===== src/rtl/aload_seq_pkg.sv =====
// ---------------------------------------------------------------------------
// aload_seq_pkg
//   Shared types and constants for the async-load register sequencer.
//   - state_e     : sequencer FSM states
//   - KIND_LOAD   : request kind for a clocked load through EN/D
//   - KIND_PRESET : request kind for an async preset through ALOAD/AD
// ---------------------------------------------------------------------------
package aload_seq_pkg;

  typedef enum logic [1:0] {
    IDLE   = 2'd0,
    LOAD   = 2'd1,
    PRESET = 2'd2,
    SETTLE = 2'd3
  } state_e;

  localparam logic KIND_LOAD   = 1'b0;
  localparam logic KIND_PRESET = 1'b1;

endpackage : aload_seq_pkg


===== src/rtl/aload_seq_hold_cnt.sv =====
// ---------------------------------------------------------------------------
// aload_seq_hold_cnt
//   Loadable down-counter that times how long ALOAD stays asserted.
//   The counter loads HOLD_CYCLES-1 and stops at zero, so it never wraps.
// Ports
//   pos_clk  in   clock, rising edge
//   rst      in   synchronous reset, active-high
//   load     in   load HOLD_CYCLES-1 (takes priority over dec)
//   dec      in   decrement by one while non-zero
//   zero     out  counter value is zero
// ---------------------------------------------------------------------------
module aload_seq_hold_cnt #(
  parameter int HOLD_CYCLES = 2
) (
  input  logic pos_clk,
  input  logic rst,
  input  logic load,
  input  logic dec,
  output logic zero
);

  localparam int CNT_W = $clog2(HOLD_CYCLES + 1);

  logic [CNT_W-1:0] cnt;

  always_ff @(posedge pos_clk) begin
    if (rst) begin
      cnt <= '0;
    end else if (load) begin
      cnt <= CNT_W'(HOLD_CYCLES - 1);
    end else if (dec && (cnt != '0)) begin
      cnt <= cnt - CNT_W'(1);
    end
  end

  assign zero = (cnt == '0);

endmodule : aload_seq_hold_cnt


===== src/rtl/aload_seq_ctrl.sv =====
// ---------------------------------------------------------------------------
// aload_seq_ctrl
//   Sequencer placed directly in front of an async-load/enable register.
//   Each accepted request becomes either a one-cycle clocked load (EN/D) or
//   an async preset (ALOAD/AD) held for HOLD_CYCLES cycles, followed by a
//   one-cycle SETTLE state that pulses DONE.
//
// Parameters
//   WIDTH        data width of REQ_DATA, D, AD, Q_IN
//   HOLD_CYCLES  cycles ALOAD is held per preset (>= 1)
//
// Ports
//   CLK        in   clock, rising edge
//   RST        in   synchronous reset, active-high
//   REQ_VALID  in   request valid
//   REQ_READY  out  request ready, high only in IDLE
//   REQ_KIND   in   0 = clocked load, 1 = async preset
//   REQ_DATA   in   value to place in the register
//   D, EN      out  register clocked-load inputs
//   AD, ALOAD  out  register async-load inputs
//   BUSY       out  high whenever not in IDLE
//   DONE       out  one-cycle completion pulse
//   Q_IN       in   register readback (used only by the checker)
//   ERR        out  sticky readback mismatch flag
//
// Build option
//   ALOAD_SEQ_CHECK_EN : when defined, Q_IN is compared against the accepted
//                        value during SETTLE and ERR latches any mismatch.
//                        When undefined, ERR is tied low.
// ---------------------------------------------------------------------------
module aload_seq_ctrl
  import aload_seq_pkg::*;
#(
  parameter int WIDTH       = 2,
  parameter int HOLD_CYCLES = 2
) (
  input  logic             CLK,
  input  logic             RST,
  input  logic             REQ_VALID,
  output logic             REQ_READY,
  input  logic             REQ_KIND,
  input  logic [WIDTH-1:0] REQ_DATA,
  output logic [WIDTH-1:0] D,
  output logic             EN,
  output logic [WIDTH-1:0] AD,
  output logic             ALOAD,
  output logic             BUSY,
  output logic             DONE,
  input  logic [WIDTH-1:0] Q_IN,
  output logic             ERR
);

  if (HOLD_CYCLES < 1) begin : g_bad_hold
    $error("aload_seq_ctrl: HOLD_CYCLES must be >= 1");
  end

  state_e           state, state_next;
  logic             accept;
  logic             cnt_load, cnt_dec, cnt_zero;
  logic [WIDTH-1:0] exp_q;

  aload_seq_hold_cnt #(
    .HOLD_CYCLES(HOLD_CYCLES)
  ) u_hold_cnt (
    .pos_clk(CLK),
    .rst    (RST),
    .load   (cnt_load),
    .dec    (cnt_dec),
    .zero   (cnt_zero)
  );

  assign REQ_READY = (state == IDLE);
  assign BUSY      = (state != IDLE);
  assign accept    = REQ_VALID && (state == IDLE);

  always_comb begin
    // NOTE: every comb output gets a default first so no path infers a latch.
    state_next = state;
    cnt_load   = 1'b0;
    cnt_dec    = 1'b0;
    unique case (state)
      IDLE: begin
        if (accept) begin
          if (REQ_KIND == KIND_PRESET) begin
            state_next = PRESET;
            cnt_load   = 1'b1;
          end else begin
            state_next = LOAD;
          end
        end
      end
      LOAD:   state_next = SETTLE;
      PRESET: begin
        if (cnt_zero) state_next = SETTLE;
        else          cnt_dec    = 1'b1;
      end
      SETTLE: state_next = IDLE;
      default: state_next = IDLE;
    endcase
  end

  // Strobes are registered from the next state so they line up exactly with
  // the state they belong to; D/AD change only on accept and otherwise hold.
  always_ff @(posedge CLK) begin
    // NOTE: sequential state uses non-blocking assignments only.
    if (RST) begin
      state <= IDLE;
      EN    <= 1'b0;
      ALOAD <= 1'b0;
      DONE  <= 1'b0;
      D     <= '0;
      AD    <= '0;
      exp_q <= '0;
    end else begin
      state <= state_next;
      EN    <= (state_next == LOAD);
      ALOAD <= (state_next == PRESET);
      DONE  <= (state_next == SETTLE);
      if (accept) begin
        exp_q <= REQ_DATA;
        if (REQ_KIND == KIND_PRESET) AD <= REQ_DATA;
        else                         D  <= REQ_DATA;
      end
    end
  end

`ifdef ALOAD_SEQ_CHECK_EN
  always_ff @(posedge CLK) begin
    if (RST) begin
      ERR <= 1'b0;
    end else if ((state == SETTLE) && (Q_IN != exp_q)) begin
      ERR <= 1'b1;
    end
  end
`else
  // Readback is not checked in this build; fold the inputs into a sink.
  logic unused_readback;
  assign unused_readback = ^{Q_IN, exp_q};
  assign ERR             = 1'b0;
`endif

endmodule : aload_seq_ctrl


===== config.mk =====
export PLATFORM = sky130hd
export DESIGN_NAME = aload_seq_ctrl
export DESIGN_NICKNAME = d
export VERILOG_FILES = /design/src/rtl/aload_seq_pkg.sv /design/src/rtl/aload_seq_hold_cnt.sv /design/src/rtl/aload_seq_ctrl.sv
export SDC_FILE = /design/constraint.sdc
export NUM_CORES = 1
export LEC_CHECK = 0
export CORE_MARGIN = 2
export CORE_UTILIZATION = 35
export DETAILED_ROUTE_END_ITERATION = 8
export GPL_ROUTABILITY_DRIVEN = 0
export PLACE_DENSITY_LB_ADDON = 0.3
export SLEW_MARGIN = 20
export SYNTH_ARGS = -nofsm -noshare
export SYNTH_HDL_FRONTEND = slang
export SYNTH_HIERARCHICAL = 1
export SYNTH_SLANG_ARGS = --single-unit
export TNS_END_PERCENT = 1

===== constraint.sdc =====
create_clock -name CLK -period 3.75 [get_ports CLK]
set_clock_uncertainty 0.05 [all_clocks]
set_input_delay 0.5625 -clock CLK [delete_from_list [all_inputs] [get_ports CLK]]
set_output_delay 0.5625 -clock CLK [all_outputs]
set_load 0.01 [all_outputs]

After elaboration in Yosys (flattened, before gate mapping)
Index checks and enable logic that the tools add are counted.

Register bits: 11. Latch bits: 0. Memory bits (writable): 0. Memory bits (read-only): 0. Output and inout bits: 10. Memories kept: 0.

Add/subtract/negate cells: 1. $mul: 0. Divide/modulo/power cells: 0. $lt $le $gt $ge: 0. Eq/ne operators: 6. Shift operators: 0. Mux-type cells: 11. Bitwise gates (word level): 1. Reductions and logical operators: 10.

Operators with widths (number): == test 2 bit, second input constant (4); one-hot mux 2 bit (4 select lines) (1); 2-to-1 mux 1 bit (7); 2-to-1 mux 2 bit (3); nonzero test 2 bit (3); == test 2 x 1 -> 1 bit, second input constant (2); zero test 2 bit (2); AND reduction 2 bit (2); logical AND 1 bit (2); OR reduction 2 bit (1); subtractor 2 x 1 -> 2 bit, second input constant (1); inverter 1 bit (1).

Logic depth before layout (Yosys ltp)
Gate-level depths: netlist of run 1.

Depth in word-level cells: 6. Depth in mapped cells: 6. Depth with buffers taken out: 5.

By module
The synthesis of run 1 kept the hierarchy.

Modules (own cells, without submodules): aload_seq_ctrl (instances 1, cells an instance 45, area each 415.4 µm², seq. area each 180.2 µm²); aload_seq_hold_cnt (instances 1, cells an instance 11, area each 123.9 µm², seq. area each 40.0 µm²).

Least setup slack after synthesis of run 1
OpenSTA, ideal clock, no wires.

Path type: flip-flop to flip-flop. Start point: reg state[0]. End point: reg u_hold_cnt.cnt[0]. Setup time: 0.128 ns. Arrival time: 1.352 ns. Setup slack: 2.220 ns. Cell stages (with the launch flop): 7. Path buffers: 1. Clock period less this slack: 1.530 ns. Cell sequence: dfxtp_1 > inv_1 > ha_1 > and3_1 > buf_2 > nor4bb_1 > a211oi_1.

Longest elaborated chain between the ends: 5. Elaborated cells on any way between the ends: 9. Those cells by class: eq/ne: 1; mux: 4; reduce/logical: 4.

Ends and longest elaborated chain: start: declaration (RTL line aload_seq_ctrl.sv:57) `state_e state, state_next;`; start signal: assignment (RTL line aload_seq_ctrl.sv:115) `state <= state_next;`; zero test 2 bit *; net REQ_READY (RTL line aload_seq_ctrl.sv:40) `output logic REQ_READY,`; logical AND 1 bit (RTL line aload_seq_ctrl.sv:74) `assign accept = REQ_VALID && (state == IDLE);`; 2-to-1 mux 1 bit (RTL line aload_seq_ctrl.sv:83) `if (accept) begin`; 2-to-1 mux 1 bit * (RTL line aload_seq_ctrl.sv:81) `unique case (state)`; net cnt_load (RTL line aload_seq_ctrl.sv:59) `logic cnt_load, cnt_dec, cnt_zero;`; 2-to-1 mux 1 bit or nonzero test 2 bit (tied branches); end signal: assignment (RTL line aload_seq_hold_cnt.sv:30) `cnt <= CNT_W'(HOLD_CYCLES - 1);`; end signal: assignment (RTL line aload_seq_hold_cnt.sv:32) `cnt <= cnt - CNT_W'(1);`; end: declaration (RTL line aload_seq_hold_cnt.sv:24) `logic [CNT_W-1:0] cnt;`.

The timed path passes the listed nets; every way through them passes the cells marked *. A chain may end at the register's enable or synchronous reset.

Final worst setup path of run 1
Start point: reg state[0]. End point: out BUSY.

Longest elaborated chain between the ends: 1.

Ends and longest elaborated chain: nonzero test 2 bit (RTL line aload_seq_ctrl.sv:73) `assign BUSY = (state != IDLE);`; end: declaration (RTL line aload_seq_ctrl.sv:47) `output logic BUSY,`.

Every way passes these cells.

==> flow_summary_export.csv, run 1 <==
group,metric,value,unit
clocking,clk_latency,0.26,ns
die,core_area,1470,um2
clocking,cts_tree,"yes",
setup_path,start_kind,"flop",
setup_path,worstSetupPathType,"flop to primary output",
die,initial_core_util,36.6,%
clocking,cts_resized,0,
clocking,cts_buffers,3,
run,drv_cap,0,
sta,hold_viol,0,
power,comb_power_share,42.9,%
clocking,post_cts_buffers,0,
route,drt_first_pass_iters,3,
sta,setup_violations,0,
grt,track_usage,12.5,%
power,power_frac_clock,19.2,%
power,switching_share,33.4,%
sta,clock.fmax,435,MHz
power,p_int,0.000274,W
synthesis,syn-num-nets,68,
route,vias,440,
synthesis,netlist_area,539,um2
power,total_power,0.000411,W
die,die_h,43.3,um
synthesis,synth_ff_type,"dfxtp_1",
synthesis,yosysWarnings,6,
clocking,cts_buffer_depth,2,
layout,antennaDiodeCount,0,
synthesis,synthTopCellsByArea,"dfxtp_1 (41%), ha_1 (9.3%), mux2i_1 (7.4%), a2111oi_4 (5.1%), inv_1 (4.2%)",
clocking,cts_sinks,11,
power,p_seq_share,37.9,%
layout,area_growth,32.3,%
synthesis,netlist_instances,56,
synthesis,ys_seq_elements,11,
place,place_area,687,um2
clocking,clk_pin_slew,0.07,ns
synthesis,yosysSeqAreaShare,40.8,%
outcome,outcome,"complete, no violations",
die,die_w,43.3,um
power,ir_worst_vdd,0.000327,V
die,die_area,1870,um2
setup_path,worstPathArrival,1.69,ns
synthesis,async_reset_ff_share,0,%
power,power.leakage,0.290,nW
setup_path,cp-end-kind,"primary output",
route,drc,0,
grt,antenna_found_initial,0,
sta,rsz0062_at_grt,"no",
power,power_density,576,nW/um2
synthesis,yosysTopAreaCell,"dfxtp_1",
layout,final_area,713,um2
grt,grt_pass1_wl,1.71,mm
setup_path,cp.required,3.14,ns
clocking,htreeDepth,1,
synthesis,synth_edf_count,0,
layout,nets,85,
sta,fin_setup_tns,0,ns
layout,drive_gt1_share,5.56,%
layout,final_cell_count_no_fill,88,
synthesis,yosysTopAreaCellShare,40.8,%
sta,slew_violations,0,
grt,grt_overflow,0,
sta,finalCritPeriodShare,61.3,%
power,switching_power,0.000137,W
die,rows,14,
die,ios,18,
place,io_buffers,14,
route,avgViaCountPerCell,5.00,
min_path,hp-class,"flop to flop",
route,drt_iter0_drc,9,
setup_path,path_max_fanout,8,
synthesis,synth.avg_cell_area,9.63,um2
sta,fin_crit,2.30,ns
route,post_drt_wl_per_cell,11.5,um
route,ant_nets,0,
grt,grt_max_degree,10,
synthesis,synth_cell_types,23,
route,wirelength,1.01,mm
grt,grt_pass1_vias,411,
place,dpl.hpwl,780,um
place,dp.cells,84,
clocking,cts_hold_buf,0,
clocking,cts_root_buffer,"clkbuf_4",
## critical path: stages, from the launching register on
cell             delay (ns)
dfxtp_1                0.41
inv_1                  0.09
ha_1                   0.29
inv_1                  0.09
clkdlybuf4s50_1        0.53
## power by group through the flow
stage          Sequential (W)  Combinational, W  Clock (W)
4_1_cts              0.000156          0.000178  0.0000827
6_report             0.000156          0.000176  0.0000788
5_1_grt              0.000159          0.000195  0.0000929
2_1_floorplan        0.000163         0.0000954          0
3_3_place_gp         0.000158          0.000173          0
3_5_place_dp         0.000159          0.000176          0
## metal layers
| layer | GRT usage, % | vias up | part of all wire, % |
|---|---|---|---|
| met2 | 18.2 | 9 | 47 |
| li1 | - | 222 | - |
| met3 | 4.26 | 2 | 3.4 |
| met5 | 0 | - | 0 |
| met1 | 15.1 | 207 | 48 |
| met4 | 9.09 | 0 | 0.79 |
## final timing paths
path / startpoint / endpoint / slack [ns] / depth (start not counted)
min: D[1] / D[1] / 0.45 / 2
min reg2reg: D[1] / D[1] / 0.45 / 2
max reg2reg: state[0] / u_hold_cnt/cnt[0] / 2.12 / 5
max: state[0] / BUSY / 1.45 / 4
## sequential cells by signal, summed over array words and instances, names as in the netlist
register and flops:
AD 2, D 2, state 2, u_hold_cnt/cnt 2
ALOAD 1, DONE 1, EN 1
## cell families after synthesis
| family | count (synthesis) | synth area share, % |
|---|---|---|
| AO/OA/AOI/OAI | 11 | 16.7 |
| adder cells (fa/ha/maj) | 4 | 9.28 |
| buffers and inverters | 8 | 6.50 |
| flip-flops | 11 | 40.8 |
| multiplexers | 4 | 7.42 |
| other | 1 | 0.695 |
| AND/OR/NAND/NOR | 17 | 18.6 |
## cell usage in the layout, fill, tap and decap left out, types with 2 or more instances in the layout
cell,netlist,routed
nand2b_1,2,2
nor2_1,6,6
inv_1,6,6
a21oi_1,3,3
ha_1,4,4
clkbuf_4,0,3
o21ai_0,3,3
clkdlybuf4s50_1,0,14
dfxtp_1,11,11
nor2b_1,2,2
and3b_1,2,2
mux2i_1,4,4
## final cells by class
cell class / instances / area (um2)
multi-input cells: 37 / 284
repair buffers: 14 / 140
well taps: 16 / 20.0
fillers: 152 / 758
inverters: 6 / 22.5
flip-flops and latches: 11 / 220
clock buffers: 4 / 26.3
## synthesized netlist by cell type (all sizes together) (2+ instances only)
master   n
buf      2
a21oi    3
nand2b   2
nor2     6
dfxtp   11
inv      6
mux2i    4
and3b    2
ha       4
nor2b    2
o21ai    3
## metrics by stage
| stage | setup WS (ns) | hold WS (ns) | utilization, % |
|---|---|---|---|
| finish | 1.45 | 0.445 | 48.5 |
| global route | 1.34 | 0.489 | 48.5 |
| CTS | 1.45 | 0.455 | 48.5 |
| detailed placement | 1.75 | 0.439 | 46.7 |
| global placement | 1.76 | 0.428 | 46.7 |
| floorplan | 2.22 | 0.434 | - |
Power figures use the tool's default switching activity.
==> run 2: changes to the inputs <==
==> constraint.sdc (replaced) <==
create_clock -name CLK -period 2.35 [get_ports CLK]
set_clock_uncertainty 0.05 [all_clocks]
set_input_delay 0.3525 -clock CLK [delete_from_list [all_inputs] [get_ports CLK]]
set_output_delay 0.3525 -clock CLK [all_outputs]
set_load 0.01 [all_outputs]
==> run 2 against run 1 <==
Against the previous run: wire length fell by 3.8%; global-route usage rose by 0.62 points; hold slack improved by 0.0036 ns; register-to-register slack got worse by 1.4 ns; first-iteration DRC count fell by 44%; critical path type unchanged; highest routed layer is now met3.
==> flow_summary_export.csv, run 2 (synthesized netlist as in run 1, its figures left out) <==
group,metric,value,unit
setup_path,crit_slowest_cell,"clkdlybuf4s50_1",
sta,fin_setup_tns,0,ns
setup_path,slowest_delay,0.53,ns
die,ios,18,
die,die_h,43.3,um
sta,finalCritPeriodShare,88.4,%
place,io_buffers,14,
die,die_w,43.3,um
place,dpl.hpwl,749,um
die,core_area,1470,um2
grt,grt_max_degree,10,
power,power.leakage,0.298,nW
layout,nets,86,
sta,setup_violations,0,
grt,grt_busiest_layer,"met2",
clocking,cts_buffers,3,
layout,area_growth,33.9,%
die,die_area,1870,um2
setup_path,start_kind,"flop",
setup_path,crit_path_frequent_cell,"inv_1",
grt,grtUsageMet1,15.1,%
setup_path,path_max_fanout,8,
setup_path,cp.required,1.95,ns
grt,antenna_found_initial,0,
grt,track_usage,13.1,%
clocking,cts_sinks,11,
min_path,hp-class,"flop to flop",
die,rows,14,
clocking,post_cts_buffers,0,
grt,use_met3,8.09,%
route,wirelength,974,um
sta,fin_crit,2.08,ns
route,drt_first_pass_iters,4,
route,post_drt_wl_per_cell,10.9,um
layout,final_cell_count_no_fill,89,
setup_path,worstPathArrival,1.67,ns
clocking,cts_resized,0,
layout,final_common_cell,"clkdlybuf4s50_1",
sta,hold_viol,0,
route,drc,0,
grt,met2_usage,18.5,%
layout,antennaDiodeCount,0,
setup_path,reg2reg_slack,0.75,ns
clocking,clk_latency,0.27,ns
layout,final_cell_mix,"clkdlybuf4s50_1 (14), dfxtp_1 (11), inv_1 (6), nor2_1 (6)",
setup_path,worstSetupPathType,"flop to primary output",
setup_path,reg2reg_depth,5,
setup_path,cp-end-kind,"primary output",
route,drt_iter0_drc,5,
die,initial_core_util,36.6,%
layout,nFillCells,150,
route,avgViaCountPerCell,4.96,
clocking,cts_buffer_depth,2,
grt,grt_overflow,0,
route,vias,441,
layout,drive_gt1_share,8.22,%
power,ir_worst_vdd,0.000479,V
sta,rsz0062_at_grt,"no",
power,power_density,907,nW/um2
clocking,clk_pin_slew,0.07,ns
place,dp.cells,85,
sta,clock.fmax,481,MHz
grt,grt_pass1_wl,1.71,mm
clocking,cts_tree,"yes",
min_path,worst_hold_path.num_cells,2,
clocking,cts_root_buffer,"clkbuf_4",
layout,multi_input_area,284,um2
grt,grt_pass1_vias,399,
clocking,htreeDepth,1,
sta,slew_violations,0,
outcome,outcome,"complete, no violations",
clocking,cts_hold_buf,0,
layout,ff_latch_area,220,um2
run,drv_cap,0,
setup_path,crit_path_cell_trace,"inv_1 -> ha_1 -> inv_1 -> clkdlybuf4s50_1",
route,ant_nets,0,
[run 2: cell count changes in the layout (fill, tap and decap cells not counted), sizes merged]
cell,before,now
buf,0,1
clkbuf,4,3
clkinv,0,1
[run 2: worst max-delay path: cells and delay by family, from the launching register on]
kind                       cells  cell delay (ns)
buffers and inverters          3             0.71
adders and majority gates      1             0.29
DFF                            1             0.40
[run 2: area by class of cell]
type                            count  share of cell area [%]
Clock buffer                        3                    3.12
Inverter                            6                    3.12
Multi-Input combinational cell     37                    39.3
Sequential cell                    11                    30.5
Clock inverter                      1                   0.693
Tap cell                           16                    2.77
Timing Repair Buffer               15                    20.5
[run 2: worst paths after layout]
| path | start | endpoint |
|---|---|---|
| max | state[0] | BUSY |
| min | AD[1] | AD[1] |
| max reg2reg | state[0] | u_hold_cnt/cnt[0] |
| min reg2reg | AD[1] | AD[1] |
[run 2: per-layer routing]
layer	routed length (um)	vias to the layer above
li1	-	225
met1	454	209
met2	480	7
met3	39	0
met4	0	0
met5	0	-
[run 2: metrics by stage]
step	total power, W	util [%]	setup slack, ns	cell area [um2]	hold slack, ns
6_report	0.000655	49.1	0.273	722	0.449
4_1_cts	0.000669	49.1	0.239	722	0.458
2_1_floorplan	0.000412	-	0.820	539	0.367
3_5_place_dp	0.000533	47.2	0.562	694	0.440
3_3_place_gp	0.000530	47.2	0.578	694	0.426
5_1_grt	0.000718	49.1	0.123	722	0.485
[run 2: power breakdown]
| group | total (W) | switching [W] | internal (W) | leakage, nW |
|---|---|---|---|---|
| sequential | 0.000248 | 0.0000236 | 0.000225 | 0.0901 |
| combinational | 0.000278 | 0.000131 | 0.000147 | 0.190 |
| clock | 0.000128 | 0.0000653 | 0.0000630 | 0.0177 |
